**src/rtl/urv_fetch_pkg.sv**
```systemverilog
// Shared types for the uRV fetch stage: FSM encoding, buffer payload layout
// and PC alignment helper.
package urv_fetch_pkg;

    localparam int unsigned XLEN    = 32;
    localparam int unsigned ENTRY_W = 2 * XLEN;

    typedef enum logic [1:0] {
        FETCH_RESET = 2'd0,
        FETCH_RUN   = 2'd1,
        FETCH_FLUSH = 2'd2
    } fetch_state_e;

    // One buffered instruction: word plus the PC it was fetched from.
    typedef struct packed {
        logic [XLEN-1:0] ir;
        logic [XLEN-1:0] pc;
    } fetch_entry_t;

    function automatic logic [XLEN-1:0] word_align(input logic [XLEN-1:0] a);
        return {a[XLEN-1:2], 2'b00};
    endfunction

endpackage

```
**src/rtl/urv_fetch_buffer.sv**
```systemverilog
// Small synchronous FIFO holding fetched {ir, pc} entries until decode takes them.
// Flush empties it in one cycle and wins over a concurrent write or pop.
module urv_fetch_buffer
    import urv_fetch_pkg::*;
#(
    parameter int unsigned DEPTH = 2
) (
    input  logic                       clk_i,
    input  logic                       rst_i,
    input  logic                       wr_i,
    input  logic [ENTRY_W-1:0]         wr_data_i,
    input  logic                       pop_i,
    input  logic                       flush_i,
    output logic [$clog2(DEPTH+1)-1:0] occupancy_o,
    output logic [ENTRY_W-1:0]         head_o,
    output logic                       empty_o
);

    localparam int unsigned CW = $clog2(DEPTH + 1);
    localparam int unsigned PW = $clog2(DEPTH);

    logic [ENTRY_W-1:0] mem_q [DEPTH];
    logic [PW-1:0]      rd_ptr_q;
    logic [PW-1:0]      wr_ptr_q;
    logic [CW-1:0]      count_q;

    function automatic logic [PW-1:0] ptr_inc(input logic [PW-1:0] p);
        return (p == PW'(DEPTH - 1)) ? '0 : p + PW'(1);
    endfunction

    always_ff @(posedge clk_i) begin
        if (rst_i || flush_i) begin
            rd_ptr_q <= '0;
            wr_ptr_q <= '0;
            count_q  <= '0;
        end else begin
            if (wr_i) wr_ptr_q <= ptr_inc(wr_ptr_q);
            if (pop_i) rd_ptr_q <= ptr_inc(rd_ptr_q);
            count_q <= count_q + CW'(wr_i) - CW'(pop_i);
        end
    end

    // Storage needs no reset; occupancy alone qualifies the contents.
    always_ff @(posedge clk_i) begin
        if (wr_i && !flush_i && !rst_i) mem_q[wr_ptr_q] <= wr_data_i;
    end

    assign head_o      = mem_q[rd_ptr_q];
    assign occupancy_o = count_q;
    assign empty_o     = (count_q == '0);

    a_no_overflow: assert property (@(posedge clk_i) disable iff (rst_i)
        (wr_i && !pop_i && !flush_i) |-> (count_q < CW'(DEPTH)));
    a_no_underflow: assert property (@(posedge clk_i) disable iff (rst_i)
        (pop_i && !flush_i) |-> (count_q != '0));

endmodule

```
**src/rtl/urv_fetch.sv**
```systemverilog
// uRV instruction fetch: keeps the fetch PC, issues pipelined in-order reads,
// buffers responses for decode and discards responses orphaned by a redirect.
module urv_fetch
    import urv_fetch_pkg::*;
#(
    parameter logic [31:0] RESET_VECTOR = 32'h0000_0000,
    parameter int unsigned DEPTH        = 2
) (
    input  logic        clk_i,
    input  logic        rst_i,
    output logic [31:0] im_addr_o,
    output logic        im_rd_o,
    input  logic        im_ready_i,
    input  logic [31:0] im_data_i,
    input  logic        im_valid_i,
    input  logic        x_bra_i,
    input  logic [31:0] x_bra_target_i,
    input  logic        f_stall_i,
    output logic        f_valid_o,
    output logic [31:0] f_ir_o,
    output logic [31:0] f_pc_o
);

    localparam int unsigned CW = $clog2(DEPTH + 1);

    fetch_state_e  state_q, state_d;
    logic [31:0]   fetch_pc_q, fetch_pc_d;
    logic [31:0]   resp_pc_q, resp_pc_d;
    logic [CW-1:0] outstanding_q, outstanding_d;
    logic [CW-1:0] stale_q, stale_d;
    logic [CW-1:0] occupancy;
    logic [CW:0]   inflight_c;
    logic          pop_c, buf_pop_c, accept_c, rsp_c, buf_wr_c, buf_empty;
    logic [ENTRY_W-1:0] head_raw;
    fetch_entry_t  head_e, wr_e, hold_q;

    urv_fetch_buffer #(.DEPTH(DEPTH)) u_buffer (
        .clk_i       (clk_i),
        .rst_i       (rst_i),
        .wr_i        (buf_wr_c),
        .wr_data_i   (wr_e),
        .pop_i       (buf_pop_c),
        .flush_i     (x_bra_i),
        .occupancy_o (occupancy),
        .head_o      (head_raw),
        .empty_o     (buf_empty)
    );

    assign head_e = fetch_entry_t'(head_raw);
    assign wr_e   = '{ir: im_data_i, pc: resp_pc_q};

    // Next-state, issue and response bookkeeping.
    always_comb begin
        state_d       = state_q;
        fetch_pc_d    = fetch_pc_q;
        resp_pc_d     = resp_pc_q;
        stale_d       = stale_q;

        pop_c      = f_valid_o && !f_stall_i;
        buf_pop_c  = pop_c && !x_bra_i;
        inflight_c = (CW+1)'(outstanding_q) + (CW+1)'(occupancy) - (CW+1)'(pop_c);
        im_rd_o    = (state_q != FETCH_RESET) && !x_bra_i && (inflight_c < (CW+1)'(DEPTH));
        accept_c   = im_rd_o && im_ready_i;
        rsp_c      = im_valid_i && (outstanding_q != '0);
        buf_wr_c   = rsp_c && (stale_q == '0) && !x_bra_i;

        outstanding_d = outstanding_q + CW'(accept_c) - CW'(rsp_c);

        if (x_bra_i) begin
            fetch_pc_d = word_align(x_bra_target_i);
            resp_pc_d  = word_align(x_bra_target_i);
            stale_d    = outstanding_q - CW'(rsp_c);
        end else begin
            if (accept_c) fetch_pc_d = fetch_pc_q + 32'd4;
            if (buf_wr_c) resp_pc_d = resp_pc_q + 32'd4;
            if (rsp_c && (stale_q != '0)) stale_d = stale_q - CW'(1);
        end

        case (state_q)
            FETCH_RESET: state_d = FETCH_RUN;
            FETCH_RUN, FETCH_FLUSH: begin
                if (x_bra_i) state_d = (stale_d != '0) ? FETCH_FLUSH : FETCH_RUN;
                else if (stale_d == '0) state_d = FETCH_RUN;
            end
            default: state_d = FETCH_RESET;
        endcase
    end

    always_ff @(posedge clk_i) begin
        if (rst_i) begin
            state_q       <= FETCH_RESET;
            fetch_pc_q    <= RESET_VECTOR;
            resp_pc_q     <= RESET_VECTOR;
            outstanding_q <= '0;
            stale_q       <= '0;
        end else begin
            state_q       <= state_d;
            fetch_pc_q    <= fetch_pc_d;
            resp_pc_q     <= resp_pc_d;
            outstanding_q <= outstanding_d;
            stale_q       <= stale_d;
        end
    end

    // Last presented entry, shown while the buffer is empty.
    always_ff @(posedge clk_i) begin
        if (rst_i) hold_q <= '{ir: 32'h0, pc: RESET_VECTOR};
        else if (!buf_empty) hold_q <= head_e;
    end

    assign im_addr_o = word_align(fetch_pc_q);
    assign f_valid_o = !buf_empty;
    assign f_ir_o    = buf_empty ? hold_q.ir : head_e.ir;
    assign f_pc_o    = buf_empty ? hold_q.pc : head_e.pc;

    a_rsp_expected: assert property (@(posedge clk_i) disable iff (rst_i)
        im_valid_i |-> (outstanding_q != '0));

endmodule

```
**config.mk**
```make
export PLATFORM = sky130hd
export DESIGN_NAME = urv_fetch
export DESIGN_NICKNAME = d
export VERILOG_FILES = /design/src/rtl/urv_fetch_pkg.sv /design/src/rtl/urv_fetch_buffer.sv /design/src/rtl/urv_fetch.sv
export SDC_FILE = /design/constraint.sdc
export NUM_CORES = 1
export LEC_CHECK = 0
export CORE_UTILIZATION = 25
export DETAILED_ROUTE_END_ITERATION = 8
export GPL_TIMING_DRIVEN = 0
export HOLD_SLACK_MARGIN = 0.15
export PLACE_DENSITY = 0.53
export RECOVER_POWER = 25
export SETUP_SLACK_MARGIN = 0.2
export SLEW_MARGIN = 20
export SYNTH_ARGS = -nofsm -noshare
export SYNTH_HDL_FRONTEND = slang
export SYNTH_SLANG_ARGS = --single-unit
```
**constraint.sdc**
```tcl
create_clock -name clk_i -period 22.6 [get_ports clk_i]
set_clock_uncertainty 0.1 [all_clocks]
set_input_delay 3.39 -clock clk_i [delete_from_list [all_inputs] [get_ports clk_i]]
set_output_delay 3.39 -clock clk_i [all_outputs]
set_load 0.01 [all_outputs]
```
==> results of run 1 <==
routing by layer:
| layer | share of wire [%] | track usage, % | vias to the layer above |
|---|---|---|---|
| li1 | - | - | 4255 |
| met2 | 46 | 23.6 | 293 |
| met4 | 2.3 | 4.66 | 2 |
| met1 | 46 | 19.8 | 4267 |
| met3 | 6.0 | 2.59 | 59 |
| met5 | 0.039 | 0 | - |
per-stage QoR:
step,hold WS (ns),cells
6_report,0.424,1851
5_1_grt,0.432,1851
4_1_cts,0.414,1851
3_5_place_dp,0.399,1795
3_3_place_gp,0.380,1782
2_1_floorplan,0.348,1030
registers in the layout, indices dropped and copies added (netlist names), named ones only:
signal                flops
u_buffer.rd_ptr_q         1
stale_q                   2
u_buffer.occupancy_o      2
outstanding_q             2
hold_q                   62
fetch_pc_q               30
u_buffer.wr_ptr_q         1
u_buffer.mem_q          124
state_q                   2
resp_pc_q                30
logic make-up (layout without fill, tap and decap cells):
kind of cell,after synthesis,after routing
other cells,1,4
mux,62,62
buf+inv,99,328
simple gates,357,357
flops,257,257
xor+xnor,24,24
fa+ha+maj,13,13
compound gates,214,214
how the worst max path moves through the flow:
stage	startpoint	endpoint	slack, ns	depth (start not counted)
after floorplan	x_bra_i	u_buffer.mem_q[0][10]$_DFFE_PP_	11.91	4
after global placement	x_bra_i	u_buffer.mem_q[0][36]$_DFFE_PP_	6.01	5
after detailed placement	f_stall_i	im_rd_o	12.36	9
after CTS	f_stall_i	im_rd_o	12.35	9
after global routing	f_stall_i	im_rd_o	12.30	9
final	f_stall_i	im_rd_o	12.47	9
power groups by stage:
stage / combinational, mW / sequential [mW] / clock (mW)
after floorplan: 0.0712 / 0.531 / 0
after global placement: 0.135 / 0.535 / 0
after detailed placement: 0.138 / 0.534 / 0
after CTS: 0.139 / 0.524 / 0.508
after global routing: 0.150 / 0.527 / 0.527
final: 0.137 / 0.525 / 0.491
cell usage in the layout (no fill, tap or decap), drive strengths merged, types with 9 or more instances in the layout:
cell type,count
o21ai,75
ha,12
o21a,26
xor2,9
inv,28
and4,15
and2,66
clkinv,12
nand3,34
a211oi,12
a21oi,14
clkdlybuf4s50,131
nand2,100
o31a,31
nor4,30
dfxtp,133
or4,9
nor2,21
dlygate4sd3,29
nor3,28
a21boi,11
xnor2,15
buf,25
nand4,18
edfxtp,124
mux2i,62
and3,12
clkbuf,94
area by class of cell:
type	instances	area share, %
multi-input cells	674	30.2
well taps	592	5.06
inverters	28	0.717
flip-flops and latches	257	43.6
clock inverters	21	1.49
clock buffers	35	5.46
repair buffers	173	11.6
plain buffers	71	1.98
==> impl_metrics.ini, run 1 <==
[yosys]
yosys.area_share.xor_xnor_pct = 1.88
synthTopCellsByCount = dfxtp_1 (133), edfxtp_1 (124), nand2_1 (100)
synth.top_cell.area_share_pct = 33.3
synth-seq-cells = 257
synth_compound_area_share_pct = 13.0
synth-simple-area-share_pct = 17.3
netlist_area_sq_um = 11200
syn_inst = 1027
async_reset_ff_share_pct = 0
synth_top_family_by_area = simple AND/OR/NAND/NOR gates
yosys.cell_count.top_type = dfxtp_1
yosysWarnings = 0
synthAdderAreaFrac_pct = 1.52
synth_mux_area_share_pct = 5.55
synth_ff_type = dfxtp_1
synth_edf_count = 124
avgSynthCellArea_sq_um = 10.9
synth.distinct_cells = 60
seq_area_frac_synth_pct = 57.1
synth.largest_area_cell = edfxtp_1
synth_area_leaders = edfxtp_1 (33%), dfxtp_1 (24%), mux2i_1 (5.6%)

[cts]
cts_buffers = 30
post_cts_buffers = 0
hold_buffers = 0
cts_root_buf = clkbuf_16
clock_latency_ns = 0.57
cts_resized = 0
cts_tree = done
clock_sinks = 257
cts.htree.levels = 1
ctsLongestPathBuffers = 3
clkTransAtPathRegs_ns = 0.06

[worst_setup_path]
cp-end-kind = primary output
reg2regPathDepth = 16
cp_top_family = buffers and inverters
critPathSlowestCell = clkdlybuf4s50_1
critPathArrivalTime_ns = 6.64
crit_chain = clkdlybuf4s50_1 > nor2_1 > ha_1 > nand2b_1 > fa_1 > xnor2_1 > clkbuf_1 > nor4b_1 > clkdlybuf4s50_1
worstPathMaxFanout = 10
cp_num_buf_inv = 3
crit_path_start_kind = input port
reg2reg_slack_ns = 17.47
crit_type = input port to primary output
worstReg2RegEnd = outstanding_q[1]$_SDFF_PP0_
worstPathRequired_ns = 19.11
crit_path_max_incr_delay_ns = 0.64
r2r-start = u_buffer.occupancy_o[0]$_SDFF_PP0_
cpMostUsedCell = clkdlybuf4s50_1

[die]
rows = 77
die_y_microns = 213
die_area_sq_um = 45600
die_x_microns = 213
num_io_pins = 168
fp.coreArea_sq_um = 44100
start_util_pct = 25.3

[min_path]
hold_start = resp_pc_q[28]$_SDFFE_PP0P_
hold_depth = 0
hold_class = flip-flop to flip-flop
holdPathEnd = u_buffer.mem_q[1][28]$_DFFE_PP_

[pwr]
internal_power_mw = 0.856
power_leakage_nw = 4.82
p_total_mw = 1.15
p_sw_mw = 0.296
comb_power_share_pct = 11.9
power.share.switching_pct = 25.7
power_density_nw_per_um2 = 78.7
vdd_drop_max_mv = 0.0571
clkPwrFrac_pct = 42.6
pwr-share-seq_pct = 45.5

[status]
status = complete, no violations

[routing]
antenna_left = 0
wl_per_cell_microns = 18.2
via_count = 8876
wirelength_microns = 33600
avgViaCountPerCell = 4.80
remaining_drc_errors = 0
drtIter0Drc = 538
firstDrtPassIters = 5

[place]
place_area_sq_um = 13600
place_ws_ns = 12.36
port_buffers = 160
finalWeightedCongestion = 0.846
dp_hpwl_microns = 24400

[timing]
setup_tns_ns = 0
fmax_mhz = 98.8
final_max_slew_viol_count = 0
hold_viol = 0
worst_slew_pin_slew_ns = 0.993
layout_min_cycle_time_ns = 10.13
worst_slack_ns = 12.47
rsz0062_at_grt = false
setup_viol = 0
fin_crit_sh_pct = 44.8
max-slew-margin-rel_pct = 33.2

[layout]
utilization_pct = 33.2
final_area_sq_um = 14700
area_delta_synth_final_pct = 31.0
antenna_cells = 0
final_nets = 1318
final_layout_size_suffix_gt1_share_pct = 6.59
final.fill_count = 4568
multi_input_area_sq_um = 4420
seqCellArea_sq_um = 6390

[global_route]
grt_overflow = 0
grt_pass1_wl_microns = 51000
grt_pass1_vias = 8729
grt_usage_pct = 14.7
grt_max_degree = 37
antenna_found_initial = 1

[flow_run]
maxCapViolations = 0
Power figures use the tool's default switching activity.
==> inputs of run 2 (changes only) <==
==> constraint.sdc (replaced) <==
create_clock -name clk_i -period 9.6 [get_ports clk_i]
set_clock_uncertainty 0.1 [all_clocks]
set_input_delay 1.44 -clock clk_i [delete_from_list [all_inputs] [get_ports clk_i]]
set_output_delay 1.44 -clock clk_i [all_outputs]
set_load 0.01 [all_outputs]
==> results of run 2 <==
Same layout as run 1 (identical final DEF). Status: complete, no violations.
Among the figures that moved: setup slack after placement 12.36 ns -> 3.26 ns; setup slack after layout 12.47 ns -> 3.10 ns; start point of the critical path f_stall_i -> u_buffer.occupancy_o[0]$_SDFF_PP0_; register-to-register setup slack 17.47 ns -> 4.47 ns; total power 1.15 mW -> 2.71 mW; worst IR drop on VDD 0.0571 mV -> 0.134 mV
==> inputs of run 3 (changes only) <==
==> constraint.sdc (replaced) <==
create_clock -name clk_i -period 6.8 [get_ports clk_i]
set_clock_uncertainty 0.1 [all_clocks]
set_input_delay 1.02 -clock clk_i [delete_from_list [all_inputs] [get_ports clk_i]]
set_output_delay 1.02 -clock clk_i [all_outputs]
set_load 0.01 [all_outputs]
==> run 3 against run 2 <==
Net effect:
- die area stayed put
- global-route usage shrank 0.12 points
- design area decreased by 0.33%
- sequential power rose by 40%
- flip-flop and latch count stayed put
- power is 39% higher
- critical path depth did not move
- critical path type unchanged
- largest power group unchanged
- highest routed layer is now met4
==> impl_metrics.ini, run 3 (synthesized netlist as in run 1, its figures left out) <==
[place]
port_buffers = 160
dp_hpwl_microns = 24200
place_area_sq_um = 13600
place_ws_ns = 1.11
place_inst = 1790
finalWeightedCongestion = 0.837

[status]
status = complete, no violations

[worst_setup_path]
crit_path_max_incr_delay_ns = 0.66
worstPathRequired_ns = 5.68
crit_path_start_kind = flip-flop
worstPathMaxFanout = 10
crit_type = flip-flop to primary output
critPathSlowestCell = nor2_1
cp_num_buf_inv = 3
critPathArrivalTime_ns = 4.85
cp_top_family = simple AND/OR/NAND/NOR gates
cp-end-kind = primary output
crit_chain = nor2_1 > clkbuf_1 > nor2_1 > ha_1 > nand2b_1 > fa_1 > xnor2_1 > clkbuf_1 > nor4b_1 > clkdlybuf4s50_1
reg2reg_slack_ns = 1.75

[global_route]
grt_max_degree = 39
grt_pass1_wl_microns = 50600
grt_overflow = 0
grt_usage_pct = 14.5
grt_pass1_vias = 8608
antenna_found_initial = 1

[layout]
regMostFlops = u_buffer.mem_q
top_regs = u_buffer.mem_q x124, hold_q x62
area_delta_synth_final_pct = 30.6
final_cells = 1846
final_nets = 1312
seqCellArea_sq_um = 6390
utilization_pct = 33.1
final_layout_size_suffix_gt1_share_pct = 5.67
layout_commonest_cell = dfxtp_1
final_cell_mix = dfxtp_1 (133), clkdlybuf4s50_1 (131), edfxtp_1 (124)
multi_input_area_sq_um = 4430
final_area_sq_um = 14600
final.fill_count = 4518
largest_reg_flops = 124

[pwr]
power_density_nw_per_um2 = 259
power_leakage_nw = 4.78
p_total_mw = 3.78
vdd_drop_max_mv = 0.164

[timing]
worst_slack_ns = 0.828
fmax_mhz = 167
setup_tns_ns = 0
rsz0062_at_grt = false
max-slew-margin-rel_pct = 32.8
setup_viol = 0
layout_min_cycle_time_ns = 5.97
hold_viol = 0
holdWs_ns = 0.416
fin_crit_sh_pct = 87.8
worst_slew_pin_slew_ns = 0.999
final_max_slew_viol_count = 0

[cts]
cts_buffers = 29
hold_buffers = 0
clkTransAtPathRegs_ns = 0.06
cts.htree.levels = 1
cts_resized = 0
clock_sinks = 257
post_cts_buffers = 0
cts_tree = done
ctsLongestPathBuffers = 3
clock_latency_ns = 0.56
cts_root_buf = clkbuf_16

[routing]
wl_per_cell_microns = 18.1
avgViaCountPerCell = 4.73
antenna_left = 0
wirelength_microns = 33500
firstDrtPassIters = 5
remaining_drc_errors = 0
via_count = 8727
drtIter0Drc = 575

[die]
start_util_pct = 25.3
rows = 77
die_y_microns = 213
fp.coreArea_sq_um = 44100
die_x_microns = 213
num_io_pins = 168
die_area_sq_um = 45600

[flow_run]
maxCapViolations = 0

[min_path]
hold_class = flip-flop to flip-flop
[run 3: cell count changes in the layout (fill, tap and decap cells not counted), moves of 2 or more]
cell / previous run / this run
clkinv_1: 5 / 3
clkinvlp_4: 6 / 1
clkbuf_1: 60 / 67
diode_2: 0 / 2
buf_2: 15 / 6
buf_6: 1 / 4
[run 3: path summary, 6_finish.rpt]
path	from	end	depth (start not counted)
worst min-delay path	resp_pc_q[28]$_SDFFE_PP0P_	u_buffer.mem_q[1][28]$_DFFE_PP_	0
worst max-delay path	u_buffer.occupancy_o[0]$_SDFF_PP0_	im_rd_o	10
worst min register to register	resp_pc_q[28]$_SDFFE_PP0P_	u_buffer.mem_q[1][28]$_DFFE_PP_	0
worst max register to register	u_buffer.occupancy_o[0]$_SDFF_PP0_	outstanding_q[1]$_SDFF_PP0_	16
[run 3: per-layer routing]
metal | global-route usage (%) | wire (microns) | vias to the layer above
met5 | 0 | 0 | -
met4 | 4.04 | 624 | 0
met3 | 2.83 | 2100 | 42
met2 | 23.0 | 15100 | 279
met1 | 20.1 | 15700 | 4193
li1 | - | - | 4213
[run 3: area by class of cell]
type                       count  share of cell area [%]
timing repair buffer         168                    11.6
multi-input combinational    674                    30.3
buffer                        71                    1.99
sequential                   257                    43.7
inverter                      28                   0.720
tap                          592                    5.07
clock inverter                12                   0.985
antenna                        2                  0.0343
clock buffer                  42                    5.58
[run 3: report_power, final]
group	switching, mW	total (mW)	internal [mW]
clock network	0.636	1.58	0.943
logic	0.252	0.455	0.202
registers	0.0609	1.74	1.68
